$ cat config.mk
export PLATFORM = sky130hd
export DESIGN_NAME = mmio_led_sequencer
export DESIGN_NICKNAME = d
export VERILOG_FILES = /design/src/rtl/mmio_pkg.sv /design/src/rtl/sync_fifo.sv /design/src/rtl/mmio_led_sequencer.sv
export SDC_FILE = /design/constraint.sdc
export NUM_CORES = 1
export LEC_CHECK = 0
export CORE_MARGIN = 2
export CORE_UTILIZATION = 55
export DETAILED_ROUTE_END_ITERATION = 10
export DONT_BUFFER_PORTS = 1
export PLACE_DENSITY = 0.73
export REMOVE_ABC_BUFFERS = 1
export SKIP_CTS_REPAIR_TIMING = 1
export SLEW_MARGIN = 15
export SYNTH_ARGS = -nofsm -noshare
export SYNTH_HDL_FRONTEND = slang
export SYNTH_SLANG_ARGS = --single-unit
$ cat constraint.sdc
create_clock -name clock -period 2.5 [get_ports clock]
set_input_delay 0.375 -clock clock [delete_from_list [all_inputs] [get_ports clock]]
set_output_delay 0.375 -clock clock [all_outputs]
set_load 0.02 [all_outputs]
$ cat src/rtl/mmio_pkg.sv
// Shared constants and types for the memory-mapped LED sequencer.
// Combinational definitions only; no latency, no flow control.
package mmio_pkg;

  localparam logic [11:0] LED_ADDR    = 12'd6;
  localparam logic [11:0] STATUS_ADDR = 12'd7;

  localparam int CMD_QUEUED_BIT = 31;
  localparam int CMD_LEVEL_BIT  = 0;

  localparam int STAT_BUSY_BIT  = 0;
  localparam int STAT_OVF_BIT   = 1;
  localparam int STAT_COUNT_LSB = 8;

  typedef enum logic [1:0] {
    S_IDLE,
    S_ON,
    S_GAP
  } seq_state_t;

  // Down-counter width able to hold max(a,b)-1, never narrower than one bit.
  function automatic int cnt_width(input int a, input int b);
    int m;
    int w;
    m = (a > b) ? a : b;
    w = $clog2(m);
    return (w < 1) ? 1 : w;
  endfunction

endpackage

$ cat src/rtl/sync_fifo.sv
// Small synchronous FIFO; data visible at dout the cycle after the push.
// A push while full is accepted only when a pop happens in the same cycle.
module sync_fifo #(
  parameter int WIDTH = 2,
  parameter int DEPTH = 4
) (
  input  logic                   clock,
  input  logic                   reset,
  input  logic                   push,
  input  logic                   pop,
  input  logic [WIDTH-1:0]       din,
  output logic [WIDTH-1:0]       dout,
  output logic                   full,
  output logic                   empty,
  output logic [$clog2(DEPTH):0] count
);

  localparam int AW = $clog2(DEPTH);
  localparam logic [AW-1:0] PTR_ONE = AW'(1);
  localparam logic [AW:0]   CNT_ONE = (AW+1)'(1);

  logic [WIDTH-1:0] mem [DEPTH];
  logic [AW-1:0]    wr_ptr;
  logic [AW-1:0]    rd_ptr;
  logic             do_push;
  logic             do_pop;

  assign empty   = (count == '0);
  assign full    = (count == (AW+1)'(DEPTH));
  assign do_pop  = pop && !empty;
  assign do_push = push && (!full || do_pop);
  assign dout    = mem[rd_ptr];

  always_ff @(posedge clock) begin
    if (do_push) begin
      mem[wr_ptr] <= din;
    end
  end

  always_ff @(posedge clock) begin
    if (reset) begin
      wr_ptr <= '0;
      rd_ptr <= '0;
      count  <= '0;
    end else begin
      if (do_push) begin
        wr_ptr <= wr_ptr + PTR_ONE;
      end
      if (do_pop) begin
        rd_ptr <= rd_ptr + PTR_ONE;
      end
      case ({do_push, do_pop})
        2'b10:   count <= count + CNT_ONE;
        2'b01:   count <= count - CNT_ONE;
        default: count <= count;
      endcase
    end
  end

endmodule

$ cat src/rtl/mmio_led_sequencer.sv
// dmem-snooping LED peripheral: direct levels plus a FIFO of timed flashes.
// Writes land on the next edge; queued flashes start one cycle after the push, full queue drops and flags overflow.
module mmio_led_sequencer
  import mmio_pkg::*;
#(
  parameter int          N_LEDS       = 4,
  parameter int          QUEUE_DEPTH  = 4,
  parameter int          FLASH_CYCLES = 25000000,
  parameter int          GAP_CYCLES   = 12500000,
  parameter logic [11:0] ADDR_LED     = LED_ADDR,
  parameter logic [11:0] ADDR_STATUS  = STATUS_ADDR
) (
  input  logic              clock,
  input  logic              reset,
  input  logic              wren,
  input  logic [11:0]       address,
  input  logic [31:0]       data_in,
  output logic              rd_hit,
  output logic [31:0]       rd_data,
  output logic [N_LEDS-1:0] leds,
  output logic              busy
);

  localparam int CH_W  = $clog2(N_LEDS);
  localparam int CNT_W = cnt_width(FLASH_CYCLES, GAP_CYCLES);
  localparam int QC_W  = $clog2(QUEUE_DEPTH) + 1;
  localparam logic [CNT_W-1:0] FLASH_LOAD = CNT_W'(FLASH_CYCLES - 1);
  localparam logic [CNT_W-1:0] GAP_LOAD   = CNT_W'(GAP_CYCLES - 1);
  localparam logic [CNT_W-1:0] CNT_ONE    = CNT_W'(1);

  logic [CH_W-1:0]   ch;
  logic [31:0]       ch_ext;
  logic              ch_ok;
  logic [N_LEDS-1:0] ch_mask;
  logic              cmd_wr;
  logic              stat_wr;
  logic              push;
  logic              pop;
  logic              fifo_full;
  logic              fifo_empty;
  logic [CH_W-1:0]   fifo_dout;
  logic [QC_W-1:0]   fifo_count;
  logic [N_LEDS-1:0] level;
  logic [N_LEDS-1:0] flash_mask;
  logic              overflow;
  seq_state_t        state;
  logic [CNT_W-1:0]  cnt;
  logic              unused_data;

  // Out-of-range channels are discarded before they touch levels or the queue.
  assign ch          = data_in[CH_W:1];
  assign ch_ext      = 32'(ch);
  assign ch_ok       = (ch_ext < 32'(N_LEDS));
  assign ch_mask     = N_LEDS'(1) << ch;
  assign cmd_wr      = wren && (address == ADDR_LED) && ch_ok;
  assign stat_wr     = wren && (address == ADDR_STATUS);
  assign push        = cmd_wr && data_in[CMD_QUEUED_BIT];
  assign pop         = (state == S_IDLE) && !fifo_empty;
  assign unused_data = &{1'b0, data_in[30:CH_W+1]};

  sync_fifo #(
    .WIDTH (CH_W),
    .DEPTH (QUEUE_DEPTH)
  ) u_fifo (
    .clock (clock),
    .reset (reset),
    .push  (push),
    .pop   (pop),
    .din   (ch),
    .dout  (fifo_dout),
    .full  (fifo_full),
    .empty (fifo_empty),
    .count (fifo_count)
  );

  always_ff @(posedge clock) begin
    if (reset) begin
      level    <= '0;
      overflow <= 1'b0;
    end else begin
      if (cmd_wr && !data_in[CMD_QUEUED_BIT]) begin
        level <= data_in[CMD_LEVEL_BIT] ? (level | ch_mask) : (level & ~ch_mask);
      end
      // Clear beats a same-cycle drop so software never loses its acknowledge.
      if (stat_wr) begin
        overflow <= 1'b0;
      end else if (push && fifo_full && !pop) begin
        overflow <= 1'b1;
      end
    end
  end

  always_ff @(posedge clock) begin
    if (reset) begin
      state      <= S_IDLE;
      cnt        <= '0;
      flash_mask <= '0;
    end else begin
      case (state)
        S_IDLE: begin
          if (!fifo_empty) begin
            flash_mask <= N_LEDS'(1) << fifo_dout;
            cnt        <= FLASH_LOAD;
            state      <= S_ON;
          end
        end
        S_ON: begin
          if (cnt == '0) begin
            flash_mask <= '0;
            cnt        <= GAP_LOAD;
            state      <= S_GAP;
          end else begin
            cnt <= cnt - CNT_ONE;
          end
        end
        S_GAP: begin
          if (cnt == '0) begin
            state <= S_IDLE;
          end else begin
            cnt <= cnt - CNT_ONE;
          end
        end
        default: begin
          flash_mask <= '0;
          cnt        <= '0;
          state      <= S_IDLE;
        end
      endcase
    end
  end

  assign leds   = level | flash_mask;
  assign busy   = (state != S_IDLE) || !fifo_empty;
  assign rd_hit = (address == ADDR_STATUS);

  always_comb begin
    rd_data                               = '0;
    rd_data[STAT_BUSY_BIT]                = busy;
    rd_data[STAT_OVF_BIT]                 = overflow;
    rd_data[STAT_COUNT_LSB +: QC_W]       = fifo_count;
  end

endmodule

==> flow_metrics.tcl <==
set metrics [dict create \
    status "finished, final reports clean" \
    max_cap_violations 0 \
    worstHoldPathCells 1 \
    grtUsageTotal_pct 24.3 \
    cts-root-buf "clkbuf_8" \
    antenna_found_initial 0 \
    fmax_mhz 420 \
    regArea_um2 1140 \
    highest_layer "met4" \
    area_growth_pct 5.68 \
    maxSlewViolCount 0 \
    cts.sinks 53 \
    nets 452 \
    finalHoldViolations 0 \
    ys_types 70 \
    wl_met3_um 677 \
    critPathLaunchType "register" \
    final_cell_mix "45 x dfxtp_1, 37 x nor2_1, 31 x buf_4, 27 x conb_1, 25 x a21oi_1" \
    route.layer.met1.wl_um 3110 \
    clk_latency_ps 320 \
    tns_ps 0 \
    die_y_um 81.0 \
    startpoint "cnt[14]" \
    drcViolationCount 0 \
    numCtsBuffers 5 \
    min_period_ps 2380 \
    peakVddDrop_uv 439 \
    ant_nets 0 \
    path_clk_slew_ps 110 \
    grt_pass1_wl_um 12200 \
    setup_viol 0 \
    final.period_utilization_pct 95.1 \
    place_area_um2 3340 \
    viasPerCell 5.92 \
    fp.dieW_um 81.0 \
    fillers 549 \
    mostFrequentLayoutCell "dfxtp_1" \
    core_area_um2 5820 \
    p_leak_nw 1.39 \
    syn_inst 381 \
    multi_input_area_um2 1820 \
    synthArstFlopShare_pct 0 \
    wl_met2_um 3540 \
    cp_max_fo 7 \
    cts-htree-levels 2 \
    synth_area_um2 3260 \
    initialDrtViolationCount 264 \
    vias 2801 \
    dieArea_um2 6560 \
    holdWs_ps 104 \
    grt_pass1_vias 2641 \
    ys_seq_elements 53 \
    r2r_cells 6 \
    grt_max_degree 36 \
    syn_area_per_cell_um2 8.55 \
    start_util_pct 56.0 \
    skew_ps 10.9 \
    hold_start "reset" \
    slew-limit-headroom_pct 59.4 \
    dr.pass1.iters 5 \
    overflow 0 \
    end_kind "register" \
    wl_per_cell_um 15.9 \
    layout-drive-gt1-share_pct 16.8 \
    fin_cells 473 \
    post-dp-hpwl_um 5580 \
    num_rows 28 \
    rsz0062_at_grt "no" \
    path_class "reg -> reg" \
    numPortBuffers 0 \
    dp.cells 465 \
    diodes 0 \
    utilization_pct 59.2 \
    arrival_ps 2610 \
    cp.required_ps 2730 \
    cts_tree "yes" \
    ys_seq_area_share_pct 35.0 \
    clock_path_buffers 2 \
    hp-class "in -> reg" \
    design_area_um2 3440 \
    rr_startpoint "cnt[14]" \
    synth_top_flop_cell "dfxtp_1" \
    p_per_area_nw_per_um2 597 \
    yosys_warnings 0 \
    synth_edf_count 8 \
    ios 85 \
    wl_um 7510 \
    tightest_slew_ps 603 \
    gp_congestion 0.934 \
]
==> metal layers <==
metal / track usage [%] / vias to the layer above
li1: - / 1336
met1: 31.6 / 1297
met2: 38.1 / 149
met3: 5.56 / 19
met4: 11.9 / 0
met5: 0 / -
==> worst paths after layout <==
check	end	slack, ps
worst min register to register	flash_mask[1]	450
worst max register to register	cnt[21]	120
worst min-delay path	flash_mask[3]	100
worst max-delay path	cnt[21]	120
==> synthesized netlist by cell type (all sizes together) (5+ instances only) <==
| library cell | number | share of area (%) |
|---|---|---|
| dfxtp | 45 | 28 |
| nor2 | 38 | 4.5 |
| buf | 34 | 8.0 |
| a21oi | 26 | 4.1 |
| nand2 | 24 | 2.8 |
| o21ai | 21 | 3.2 |
| nor3 | 20 | 3.2 |
| inv | 16 | 1.8 |
| clkbuf | 14 | 2.6 |
| nor4 | 9 | 2.4 |
| edfxtp | 8 | 7.4 |
| or3 | 8 | 1.8 |
| ha | 7 | 2.7 |
| nand3 | 7 | 1.1 |
| xnor2 | 7 | 1.9 |
| mux2i | 6 | 1.8 |
| nand4 | 6 | 1.3 |
| or2 | 6 | 1.2 |
| and2 | 5 | 0.96 |
| nand3b | 5 | 1.2 |
| or4 | 5 | 1.5 |
| xor2 | 5 | 1.3 |
==> where the power goes <==
part | switching [mW] | internal, mW
registers | 0.0133 | 0.878
logic | 0.383 | 0.247
clock network | 0.326 | 0.209
total | 0.722 | 1.33
==> through the flow <==
step | total power [mW] | worst slack, ps
global placement | 1.52 | 99.9
floorplan | 1.32 | -71.3
CTS | 2.04 | 79.3
detailed placement | 1.52 | 97.2
global route | 2.16 | 13.4
finish | 2.06 | 121
==> kinds of logic (layout without fill, tap and decap cells) <==
logic type / Yosys count / count (layout) / synth area share, %
AND/OR/NAND/NOR: 151 / 151 / 26.1
other: 1 / 27 / 0.115
adder cells (fa/ha/maj): 8 / 8 / 3.30
buffers and inverters: 64 / 55 / 12.4
XOR/XNOR: 12 / 12 / 3.22
multiplexers: 9 / 9 / 3.57
AO/OA/AOI/OAI: 83 / 83 / 16.2
flip-flops: 53 / 53 / 35.0
==> worst max-delay path, cell delays in order (launching register included) <==
cell and delay [ps]:
dfxtp_1 430, or4_1 580, or3_1 460, nor4_4 300
nand3b_1 130, xnor2_1 160, o221a_2 220
==> final cells by class <==
type	instances	share of cell area [%]
Timing Repair Buffer	31	6.76
Multi-Input combinational cell	290	52.9
Clock buffer	5	2.00
Inverter	16	1.74
Clock inverter	3	0.763
Sequential cell	53	33.1
Tap cell	75	2.72
Power figures use the tool's default switching activity.
